### config.mk
export PLATFORM = sky130hd
export DESIGN_NAME = fir_poly_ctrl
export DESIGN_NICKNAME = d
export VERILOG_FILES = /design/src/rtl/fir_poly_ctrl_pkg.sv /design/src/rtl/fir_poly_ctrl_dly.sv /design/src/rtl/fir_poly_ctrl.sv
export SDC_FILE = /design/constraint.sdc
export NUM_CORES = 1
export LEC_CHECK = 0
export ABC_CLOCK_PERIOD_IN_PS = 2000
export CAP_MARGIN = 20
export CORE_UTILIZATION = 38
export CTS_BUF_LIST = sky130_fd_sc_hd__clkbuf_2 sky130_fd_sc_hd__clkbuf_4 sky130_fd_sc_hd__clkbuf_8
export DETAILED_ROUTE_END_ITERATION = 7
export PLACE_DENSITY = 0.72
export SYNTH_ARGS = -nofsm -noshare
export SYNTH_HDL_FRONTEND = slang
export SYNTH_SLANG_ARGS = --single-unit
### constraint.sdc
create_clock -name clk_i -period 2 [get_ports clk_i]
set_input_delay 0.4 -clock clk_i [delete_from_list [all_inputs] [get_ports clk_i]]
set_output_delay 0.4 -clock clk_i [all_outputs]
set_load 0.02 [all_outputs]
### src/rtl/fir_poly_ctrl_pkg.sv
// Shared definitions for the polyphase FIR decimator MAC sequencer:
// default sweep geometry, FSM encoding and the per-issue flag bundle.
package fir_poly_ctrl_pkg;

    localparam int POLY_BANK_LEN_DEF      = 60;
    localparam int POLY_BANK_LEN_LOG2_DEF = 6;
    localparam int PIPE_LATENCY_DEF       = 4;
    localparam int OVR_CNT_WIDTH_DEF      = 8;

    typedef enum logic {
        ST_IDLE = 1'b0,
        ST_RUN  = 1'b1
    } state_t;

    // One entry per issue cycle, travelling alongside the ROM/multiplier data
    typedef struct packed {
        logic rd;
        logic first;
        logic last;
    } tap_flags_t;

endpackage

### src/rtl/fir_poly_ctrl_dly.sv
// Flag delay line matching the ROM + multiplier latency. Each stage holds
// the {rd, first, last} flags of one issue cycle, so overlapping sweeps
// stay separate.
module fir_poly_ctrl_dly
    import fir_poly_ctrl_pkg::*;
#(
    parameter int DEPTH = PIPE_LATENCY_DEF
) (
    input  logic       clk_i,
    input  logic       clr_i,
    input  logic [2:0] flags_i,
    output logic [2:0] flags_o,
    output logic       any_rd_o
);

    tap_flags_t [DEPTH-1:0] pipe;

    // Shift flags one stage per clock; clear empties the whole line
    always_ff @(posedge clk_i) begin
        if (clr_i) begin
            pipe <= '0;
        end else begin
            pipe[0] <= flags_i;
            for (int i = 1; i < DEPTH; i++) begin
                pipe[i] <= pipe[i-1];
            end
        end
    end

    // Any issued read still in flight keeps the sequencer busy
    always_comb begin
        any_rd_o = 1'b0;
        for (int i = 0; i < DEPTH; i++) begin
            any_rd_o = any_rd_o | pipe[i].rd;
        end
    end

    assign flags_o = pipe[DEPTH-1];

endmodule

### src/rtl/fir_poly_ctrl.sv
// Tap sweep sequencer for the polyphase FIR decimator MAC datapath.
// Each accepted output-rate strobe sweeps the coefficient ROM address over
// all taps, drives accumulator clear/enable in step with the pipeline and
// flags the final bank sums. Strobes arriving mid-sweep are counted as
// overruns.
module fir_poly_ctrl
    import fir_poly_ctrl_pkg::*;
#(
    parameter int POLY_BANK_LEN      = POLY_BANK_LEN_DEF,
    parameter int POLY_BANK_LEN_LOG2 = POLY_BANK_LEN_LOG2_DEF,
    parameter int PIPE_LATENCY       = PIPE_LATENCY_DEF,
    parameter int OVR_CNT_WIDTH      = OVR_CNT_WIDTH_DEF
) (
    input  logic                          clk_i,
    input  logic                          rst_n_i,
    input  logic                          ce_i,
    input  logic                          sample_en_i,
    input  logic                          ovr_clr_i,
    output logic [POLY_BANK_LEN_LOG2-1:0] tap_addr_o,
    output logic                          tap_rd_o,
    output logic                          acc_clr_o,
    output logic                          acc_en_o,
    output logic                          sum_vld_o,
    output logic                          busy_o,
    output logic                          ovr_o,
    output logic [OVR_CNT_WIDTH-1:0]      ovr_cnt_o
);

    localparam logic [POLY_BANK_LEN_LOG2-1:0] LAST_ADDR =
        POLY_BANK_LEN_LOG2'(POLY_BANK_LEN - 1);

    state_t                        state_q, state_d;
    logic [POLY_BANK_LEN_LOG2-1:0] cnt_q;
    logic                          running, at_last, accept, ovr_evt;
    logic                          flush;
    tap_flags_t                    dly_in, dly_out;
    logic                          dly_any_rd;
    logic                          sum_vld_q, ovr_q;
    logic [OVR_CNT_WIDTH-1:0]      ovr_cnt_q;

    // Reset and a low enable both return the sequencer to a clean idle state
    assign flush = !rst_n_i || !ce_i;

    // FSM state register
    always_ff @(posedge clk_i) begin
        if (flush) begin
            state_q <= ST_IDLE;
        end else begin
            state_q <= state_d;
        end
    end

    // FSM next state: a strobe on the last issue cycle chains the next sweep
    always_comb begin
        state_d = state_q;
        case (state_q)
            ST_IDLE: if (sample_en_i) state_d = ST_RUN;
            ST_RUN:  if (at_last && !sample_en_i) state_d = ST_IDLE;
            default: state_d = ST_IDLE;
        endcase
    end

    // FSM decode: strobe accept vs. overrun, per-issue flags
    always_comb begin
        running = (state_q == ST_RUN);
        at_last = running && (cnt_q == LAST_ADDR);
        accept  = sample_en_i && (!running || at_last);
        ovr_evt = sample_en_i && running && !at_last;
        dly_in  = '{rd: running, first: running && (cnt_q == '0), last: at_last};
    end

    // Tap address counter; rests at 0 whenever no sweep is issuing
    always_ff @(posedge clk_i) begin
        if (flush) begin
            cnt_q <= '0;
        end else if (accept || at_last) begin
            cnt_q <= '0;
        end else if (running) begin
            cnt_q <= cnt_q + 1'b1;
        end
    end

    fir_poly_ctrl_dly #(
        .DEPTH (PIPE_LATENCY)
    ) u_dly (
        .clk_i    (clk_i),
        .clr_i    (flush),
        .flags_i  (dly_in),
        .flags_o  (dly_out),
        .any_rd_o (dly_any_rd)
    );

    // Result valid lines up with the accumulator output register
    always_ff @(posedge clk_i) begin
        if (flush) begin
            sum_vld_q <= 1'b0;
            ovr_q     <= 1'b0;
        end else begin
            sum_vld_q <= dly_out.last;
            ovr_q     <= ovr_evt;
        end
    end

    // Saturating overrun counter; holds while disabled, clear + event gives 1
    always_ff @(posedge clk_i) begin
        if (!rst_n_i) begin
            ovr_cnt_q <= '0;
        end else if (ce_i) begin
            if (ovr_evt) begin
                if (ovr_clr_i) begin
                    ovr_cnt_q <= OVR_CNT_WIDTH'(1);
                end else if (ovr_cnt_q != '1) begin
                    ovr_cnt_q <= ovr_cnt_q + 1'b1;
                end
            end else if (ovr_clr_i) begin
                ovr_cnt_q <= '0;
            end
        end
    end

    assign tap_addr_o = cnt_q;
    assign tap_rd_o   = running;
    assign acc_en_o   = dly_out.rd;
    assign acc_clr_o  = dly_out.rd && dly_out.first;
    assign sum_vld_o  = sum_vld_q;
    assign busy_o     = running || dly_any_rd || sum_vld_q;
    assign ovr_o      = ovr_q;
    assign ovr_cnt_o  = ovr_cnt_q;

endmodule
==> out/qor.yml <==
status: "completed"
crit_arrival_ns: 1.45
slew_headroom: 0.688
syn_to_final_growth_pct: 32.9
final_cells: 217
clkTransAtPathRegs_ns: 0.09
synth_top_flop_cell: "dfxtp_1"
critPathSlowestCell: "clkdlybuf4s50_1"
synth.top_cells.by_count: "dfxtp_1, nor2_1, and3_1, nand2_1, inv_1"
cts_setup_buffers: 0
place.gp.congestion: 0.794
cts.path.max_buffers: 2
diodes: 0
drt_wl_total_um: 2780
synthArstFlopShare: 0
grt_overflow_total: 0
grt_pass1_wl_um: 4690
ff2ff_setup_slack_ns: 0.31
grt_start_max_net_pins: 18
synth_seq_cells: 29
peakVddDrop_v: 0.000519
track_usage: 0.178
critPathLaunchType: "flop"
synth_edf_count: 0
crit_path_end_kind: "output pin"
start_util: 0.410
syn_area_um2: 1290
hold_viol: 0
fin_skew_ns: 0.0112
die_w_um: 60.4
dp.cells: 209
synth_top_area_frac: 0.449
dp_hpwl_um: 2050
synth_most_common_cell: "dfxtp_1"
grt_setup_unrepaired: "no"
crit_family: "buffers and inverters"
syn_area_per_cell_um2: 9.37
syn-instance-count: 138
htree_num_levels: 2
drc: 0
grt_pass1_vias: 1072
tightest_slew_ns: 0.468
port-buffer-count: 24
nets: 180
critical_path_buf_inv_count: 1
p_leak_nw: 0.684
synth_area_leaders: "dfxtp_1, and3_1, nor2_1, a31oi_1, ha_1"
cp-startpoint: "tap_addr_o[3]"
io_pins: 25
r2r-start: "tap_addr_o[0]"
vias: 1141
maxCapViolCount: 0
row_count: 20
yosysSeqAreaShare: 0.449
setup_viol: 0
fin_crit_sh: 0.927
first_pass_iters: 6
post-route-min-period_ns: 1.85
worstPathMaxFanout: 6
ys_types: 40
syn_nets: 146
clk_latency_ns: 0.34
required_ns: 1.60
crit_path_cell_trace: "clkdlybuf4s50_1"
synth_largest_area_cell: "dfxtp_1"
first_iter_violations: 50
wl_per_cell_um: 12.8
die-area_um2: 3640
vias_per_cell: 5.26
ant_nets: 0
setup_tns_ns: 0
core-area_um2: 3150
dieHeight_um: 60.4
cts_buffers: 5
antenna_found_initial: 0
min-delay-start: "u_dly.flags_o[0]"
ys_warn_count: 0
power_density_nw_per_um2: 686
max_freq_mhz: 539
hp-class: "reg2reg"
clock_sinks: 29
tritoncts: "done"
cts-root-buf: "clkbuf_4"
max_stage_delay_ns: 0.65
critPathKind: "reg2out"
drive_above_1_share: 0.145
finalMaxSlewViolations: 0
## layout by cell type (no fill, tap or decap), types with 2 or more instances in the layout
cell | Yosys | final
dfxtp_1 | 29 | 28
clkdlybuf4s50_1 | 0 | 23
nor2_1 | 13 | 13
and3_1 | 11 | 11
nand2_1 | 9 | 9
inv_1 | 8 | 8
buf_4 | 0 | 8
a31oi_1 | 7 | 7
nand3_1 | 6 | 6
clkbuf_4 | 0 | 6
nor3_1 | 4 | 4
nor4_1 | 3 | 3
nand4_1 | 3 | 3
o21a_1 | 3 | 3
xnor2_1 | 3 | 3
ha_1 | 3 | 3
nor2b_1 | 2 | 2
o31a_1 | 2 | 2
nand2b_1 | 2 | 2
xor2_1 | 2 | 2
o211ai_1 | 2 | 2
a21oi_1 | 2 | 2
## routing by layer
layer	GRT usage	up-vias	routed length, um
li1	-	565	-
met1	0.203	531	1200
met2	0.290	38	1350
met3	0.0533	7	166
met4	0.113	0	67
met5	0	-	0
## flip-flops by register name, summed over array words and instances, names as in the netlist
| register | flops |
|---|---|
| u_dly.pipe | 9 |
| ovr_cnt_o | 8 |
| tap_addr_o | 6 |
| u_dly.flags_o | 3 |
| ovr_o | 1 |
| sum_vld_o | 1 |
| tap_rd_o | 1 |
## final timing paths
path | to | depth (start not counted)
worst max-delay path | tap_addr_o[3] | 1
worst min-delay path | sum_vld_o | 1
worst max register to register | tap_addr_o[3] | 5
worst min register to register | sum_vld_o | 1
## area by class of cell
class / count / area, um^2
clock inverters: 1 / 30.0
well taps: 44 / 55.1
clock buffers: 7 / 58.8
multi-input cells: 96 / 661
flip-flops and latches: 29 / 582
inverters: 8 / 30.0
fillers: 307 / 1430
repair buffers: 32 / 303
## report_power, final
group	internal [mW]	switching [mW]
Combinational	0.0340	0.0410
Clock	0.312	0.208
Sequential	0.581	0.00392
## cells by family after synthesis
group,after synthesis,synth area share
AOI/OAI and AO/OA,26,0.180
buffers and inverters,13,0.0406
xor gates and xnor gates,5,0.0339
muxes,1,0.00774
DFF,29,0.449
adders and majority gates,3,0.0290
and+or+nand+nor,61,0.260
## metrics by stage
step / setup WS (ns) / hold WS, ns / instance area, um^2 / power, mW / utilization
floorplan: 0.320 / 0.444 / 1290 / 0.637 / -
global placement: 0.171 / 0.446 / 1630 / 0.671 / 0.516
detailed placement: 0.160 / 0.450 / 1630 / 0.673 / 0.516
CTS: 0.00632 / 0.473 / 1720 / 1.20 / 0.544
global route: 0.0664 / 0.490 / 1720 / 1.23 / 0.545
finish: 0.146 / 0.474 / 1720 / 1.18 / 0.545
## repair_timing
action                     in CTS  in global routing
pin swaps                       0                  0
hold buffers                    0                  0
setup endpoints to repair       1                  1
gates resized for setup         1                  1
Note: power is estimated with default switching activity, not from simulation.
